--- config.mk ---
export PLATFORM = sky130hd
export DESIGN_NAME = mem_request_queue
export DESIGN_NICKNAME = d
export VERILOG_FILES = /design/src/rtl/mem_request_queue.sv
export SDC_FILE = /design/constraint.sdc
export NUM_CORES = 1
export LEC_CHECK = 0
export ABC_AREA = 1
export CAP_MARGIN = 20
export CELL_PAD_IN_SITES_DETAIL_PLACEMENT = 2
export CELL_PAD_IN_SITES_GLOBAL_PLACEMENT = 2
export CORE_ASPECT_RATIO = 1.25
export CORE_UTILIZATION = 33
export DETAILED_ROUTE_END_ITERATION = 7
export HOLD_SLACK_MARGIN = 0.08
export PLACE_DENSITY = 0.87
export SKIP_LAST_GASP = 1
export SLEW_MARGIN = 20
export SYNTH_ARGS = -nofsm -noshare
export SYNTH_HDL_FRONTEND = slang
export SYNTH_SLANG_ARGS = --single-unit
--- constraint.sdc ---
create_clock -name clk -period 3 [get_ports clk]
set_clock_uncertainty 0.1 [all_clocks]
set_input_delay 0.6 -clock clk [delete_from_list [all_inputs] [get_ports clk]]
set_output_delay 0.6 -clock clk [all_outputs]
set_load 0.05 [all_outputs]
--- src/rtl/mem_request_queue.sv ---
// In-order request FIFO in front of the memory controller, with credit-limited
// single-cycle issue pulses and registered return-response forwarding.
module mem_request_queue #(
  parameter int unsigned DEPTH           = 4,
  parameter int unsigned MAX_OUTSTANDING = 8,
  parameter int unsigned ADDR_W          = 16,
  parameter int unsigned DATA_W          = 16
) (
  input  logic                                   clk,
  input  logic                                   rst_n,
  input  logic                                   req_valid,
  output logic                                   req_ready,
  input  logic                                   req_we,
  input  logic [ADDR_W-1:0]                      req_address,
  input  logic [DATA_W-1:0]                      req_data,
  output logic [ADDR_W-1:0]                      wr_address,
  output logic                                   wr_en,
  output logic [DATA_W-1:0]                      wr_data,
  output logic [ADDR_W-1:0]                      rd_address,
  output logic                                   rd_en,
  input  logic [ADDR_W-1:0]                      wr_ret_address,
  input  logic                                   wr_ret_ack,
  input  logic [ADDR_W-1:0]                      rd_ret_address,
  input  logic [DATA_W-1:0]                      rd_ret_data,
  input  logic                                   rd_ret_ack,
  output logic                                   wr_resp_valid,
  output logic [ADDR_W-1:0]                      wr_resp_address,
  output logic                                   rd_resp_valid,
  output logic [ADDR_W-1:0]                      rd_resp_address,
  output logic [DATA_W-1:0]                      rd_resp_data,
  output logic [$clog2(MAX_OUTSTANDING+1)-1:0]   outstanding,
  output logic                                   idle,
  output logic                                   err_underflow
);

  localparam int unsigned AW = $clog2(DEPTH);
  localparam int unsigned CW = AW + 1;
  localparam int unsigned OW = $clog2(MAX_OUTSTANDING + 1);
  localparam logic [CW-1:0] FULL_CNT = CW'(DEPTH);
  localparam logic [OW-1:0] MAX_OUT  = OW'(MAX_OUTSTANDING);

  logic              mem_we   [DEPTH];
  logic [ADDR_W-1:0] mem_addr [DEPTH];
  logic [DATA_W-1:0] mem_data [DEPTH];

  logic [AW-1:0] wr_ptr;
  logic [AW-1:0] rd_ptr;
  logic [CW-1:0] fifo_count;

  logic          push;
  logic          issue;
  logic [OW:0]   out_base;
  logic [1:0]    ack_cnt;
  logic [OW-1:0] out_next;
  logic          underflow;

  always_comb begin
    req_ready = (fifo_count != FULL_CNT);
    idle      = (fifo_count == '0) && (outstanding == '0);
    push      = req_valid && req_ready;
    issue     = (fifo_count != '0) && (outstanding < MAX_OUT);
  end

  // Acks are applied against the count including this cycle's issue; any ack
  // that would go below zero is dropped and flagged instead.
  always_comb begin
    out_base  = {1'b0, outstanding} + (OW+1)'(issue);
    ack_cnt   = {1'b0, rd_ret_ack} + {1'b0, wr_ret_ack};
    out_next  = '0;
    underflow = 1'b0;
    if ((OW+1)'(ack_cnt) > out_base) begin
      underflow = 1'b1;
    end else begin
      out_next = OW'(out_base - (OW+1)'(ack_cnt));
    end
  end

  always_ff @(posedge clk) begin
    if (push) begin
      mem_we[wr_ptr]   <= req_we;
      mem_addr[wr_ptr] <= req_address;
      mem_data[wr_ptr] <= req_data;
    end
  end

  always_ff @(posedge clk or negedge rst_n) begin
    if (!rst_n) begin
      wr_ptr          <= '0;
      rd_ptr          <= '0;
      fifo_count      <= '0;
      outstanding     <= '0;
      err_underflow   <= 1'b0;
      wr_en           <= 1'b0;
      rd_en           <= 1'b0;
      wr_address      <= '0;
      wr_data         <= '0;
      rd_address      <= '0;
      wr_resp_valid   <= 1'b0;
      wr_resp_address <= '0;
      rd_resp_valid   <= 1'b0;
      rd_resp_address <= '0;
      rd_resp_data    <= '0;
    end else begin
      if (push) wr_ptr <= wr_ptr + 1'b1;
      if (issue) rd_ptr <= rd_ptr + 1'b1;
      case ({push, issue})
        2'b10:   fifo_count <= fifo_count + 1'b1;
        2'b01:   fifo_count <= fifo_count - 1'b1;
        default: fifo_count <= fifo_count;
      endcase

      outstanding <= out_next;
      if (underflow) err_underflow <= 1'b1;

      wr_en <= 1'b0;
      rd_en <= 1'b0;
      if (issue) begin
        if (mem_we[rd_ptr]) begin
          wr_en      <= 1'b1;
          wr_address <= mem_addr[rd_ptr];
          wr_data    <= mem_data[rd_ptr];
        end else begin
          rd_en      <= 1'b1;
          rd_address <= mem_addr[rd_ptr];
        end
      end

      wr_resp_valid <= wr_ret_ack;
      rd_resp_valid <= rd_ret_ack;
      if (wr_ret_ack) wr_resp_address <= wr_ret_address;
      if (rd_ret_ack) begin
        rd_resp_address <= rd_ret_address;
        rd_resp_data    <= rd_ret_data;
      end
    end
  end

endmodule

==> reports/metrics.yaml <==
core-area_mm2: 0.0301
fin_cells: 1562
place_inst: 1510
cts_tree: "yes"
dp_slack_ns: 0.291
setup_tns_ns: 0
yosys_warnings: 0
tightest_slew_ns: 0.634
rr_worst_depth: 13
detail_route.wl_per_cell_um: 20.2
synth_cell_types: 25
cts_root_buf: "clkbuf_16"
wl_um: 31500
route.detailed.drc: 0
start_kind: "flop"
status: "finished, final reports clean"
r2r_start: "fifo_count[1]"
crit_slowest_cell: "dfrtp_1"
grt_pass1_vias: 8625
initial_utilization_pct: 33.6
ant_nets: 0
path_max_fanout: 3
period_share_pct: 92.9
cts.sinks: 244
pwr_density_cell_mw_per_mm2: 1100
worst_path_largest_cell_delay_ns: 0.40
grt_usage_pct: 20.5
vias: 7381
syn_area_mm2: 0.0101
cts-buffers-inserted: 27
fp.dieW_um: 159
routed_via_density: 4.73
grt_overflow: 0
rsz0062_at_grt: "false"
fin_nets: 1239
insertion_delay_ns: 0.54
clk_path_buf_depth: 3
grt_antenna_before_repair: 4
worst-setup-path-type: "flop to flop"
crit_end: "outstanding[0]"
syn_inst: 933
path_cells: "nor2_1 -> nand2_1 -> nand2_1 -> inv_2 -> ha_1 -> ha_1 -> inv_1 -> ha_1 -> inv_1 -> o21bai_1 -> nand3b_1 -> nor2_2 -> nor2_1"
fin_ws_ns: 0.212
crit_arrival_ns: 3.11
rows: 71
drive_above_1_share_pct: 10.7
grt_max_degree: 54
fmax_ghz: 0.359
hpwl_um: 22200
postSynthAreaPerCell_um2: 10.8
vdd_drop_max_mv: 0.642
grt_pass1_wl_um: 48300
ys_seq_area_share_pct: 66.9
final_util_pct: 44.7
place_congestion: 0.727
ios: 193
synth-seq-cells: 244
port_buffers: 192
drt-initial-drc-count: 243
p_total_mw: 14.7
cp_common_cell: "ha_1"
syn_nets: 1033
worst-path-stages: 13
regToRegEndpoint: "outstanding[0]"
min_period_ns: 2.79
cp_data_required_time_ns: 3.32
path_buf_inv: 3
worstHoldPathType: "flop to flop"
critPathCaptureType: "flop"
htreeDepth: 1
rrSetupSlack_ns: 0.21
cts_setup_buffers: 0
dr.pass1.iters: 4
dieArea_mm2: 0.0313
area_growth_pct: 33.0
max_slew_margin_pct: 57.8
clk_pin_slew_ns: 0.06
path_delay_family: "adder cells"
cap_viol_max_count: 0
hold_violations: 0
maxSlewViolCount: 0
leakagePower_nw: 6.05
report.final.setup_viol: 0
die_height_um: 198
crit_start: "fifo_count[1]"
[worst reg2reg max path, stage by stage, from the launching register on]
cell and delay (ns):
dfrtp_1 0.40, nor2_1 0.18, nand2_1 0.10, nand2_1 0.13, inv_2 0.06, ha_1 0.21, ha_1 0.37, inv_1 0.07
ha_1 0.34, inv_1 0.09, o21bai_1 0.18, nand3b_1 0.18, nor2_2 0.20, nor2_1 0.07
[layout by cell type (no fill, tap or decap), types with 2 or more instances in the layout]
master,count
a21oi_1,2
buf_4,24
bufinv_16,3
clkbuf_1,6
clkbuf_16,27
clkbuf_8,2
clkdlybuf4s50_1,190
clkinv_1,5
clkinv_2,3
clkinvlp_4,2
dfrtp_1,110
dfrtp_2,2
diode_2,2
edfxtp_1,132
fa_1,2
ha_1,12
inv_1,154
inv_2,3
mux2_2,47
nand2_1,280
nand2_2,4
nand3_1,118
nor2_1,6
nor2_4,4
o21ai_0,4
o21bai_1,3
xnor2_1,2
xor2_1,3
[metrics by stage]
stage                     instance area, um^2  hold slack (ns)
after detailed placement                12600            0.362
after floorplan                         10100            0.204
after CTS                               13400            0.379
after global placement                  12600            0.356
final                                   13400            0.373
after global routing                    13400            0.395
[logic make-up after synthesis]
group                    share of synthesized area [%]
AO/OA/AOI/OAI                                    0.520
XOR/XNOR                                         0.433
adder cells (fa/ha/maj)                           1.88
buffers and inverters                             7.81
flip-flops                                        66.9
multiplexers                                      5.35
AND/OR/NAND/NOR                                   17.1
[cells in the mapped netlist]
cell | count | area, um^2
nor2_1 | 11 | 41.3
nand2_1 | 281 | 1050
mux2_1 | 1 | 11.3
edfxtp_1 | 132 | 3960
dfrtp_1 | 112 | 2800
nor4_1 | 1 | 6.26
nand4_1 | 1 | 6.26
buf_4 | 3 | 22.5
ha_1 | 12 | 150
nand3b_1 | 1 | 7.51
buf_6 | 1 | 11.3
xor2_1 | 3 | 26.3
mux2_2 | 47 | 529
fa_1 | 2 | 40.0
nand2_2 | 3 | 18.8
nand3_1 | 118 | 591
buf_2 | 25 | 125
inv_1 | 154 | 578
o21bai_1 | 3 | 22.5
clkbuf_1 | 9 | 33.8
xnor2_1 | 2 | 17.5
a21oi_1 | 2 | 10.0
o21ai_0 | 4 | 20.0
inv_2 | 3 | 11.3
buf_1 | 2 | 7.51
[how the worst min path moves through the flow]
| stage | slack (ns) | startpoint | cells after the start | end |
|---|---|---|---|---|
| after floorplan | 0.20 | rst_n | 0 | err_underflow |
| after global routing | 0.40 | wr_data[14] | 2 | wr_data[14] |
| after global placement | 0.36 | wr_address[8] | 2 | wr_address[8] |
| after detailed placement | 0.36 | wr_data[8] | 2 | wr_data[8] |
| after CTS | 0.38 | wr_data[14] | 2 | wr_data[14] |
| final | 0.37 | wr_data[14] | 2 | wr_data[14] |
[repair_timing]
| item | CTS | global route |
|---|---|---|
| hold buffers | 1 | 0 |
| endpoints found under the setup margin | 1 | 1 |
| hold endpoints to repair | 40 | 0 |
| gates cloned | 0 | 0 |
| pin swaps | 0 | 0 |
| resized for setup | 1 | 1 |
[registers in the layout, summed over array words and instances, names as in the netlist, 2 cells and up]
| signal | flops |
|---|---|
| fifo_count | 3 |
| outstanding | 4 |
| mem_data | 64 |
| rd_resp_address | 16 |
| rd_ptr | 2 |
| wr_resp_address | 16 |
| wr_address | 16 |
| wr_data | 16 |
| wr_ptr | 2 |
| rd_resp_data | 16 |
| mem_we | 4 |
| rd_address | 16 |
| mem_addr | 64 |
[layer usage]
layer / global-route usage (%) / part of all wire, % / vias up
li1: - / - / 3378
met1: 21.6 / 36 / 3757
met2: 39.7 / 56 / 168
met3: 2.65 / 3.7 / 74
met4: 9.01 / 4.0 / 4
met5: 0 / 0.070 / -
[area by class of cell]
| cell class | count | area, um^2 |
|---|---|---|
| Timing Repair Buffer | 217 | 2120 |
| Multi-Input combinational cell | 492 | 2590 |
| Antenna cell | 2 | 5.00 |
| Clock buffer | 35 | 726 |
| Fill cell | 3055 | 16700 |
| Clock inverter | 14 | 148 |
| Inverter | 157 | 589 |
| Tap cell | 401 | 502 |
| Sequential cell | 244 | 6770 |
[where the power goes]
group | switching, mW | total (mW) | internal [mW]
Sequential | 0.435 | 4.88 | 4.45
Clock | 1.37 | 3.33 | 1.96
Combinational | 4.58 | 6.52 | 1.94
Note: power is estimated with default switching activity, not from simulation.
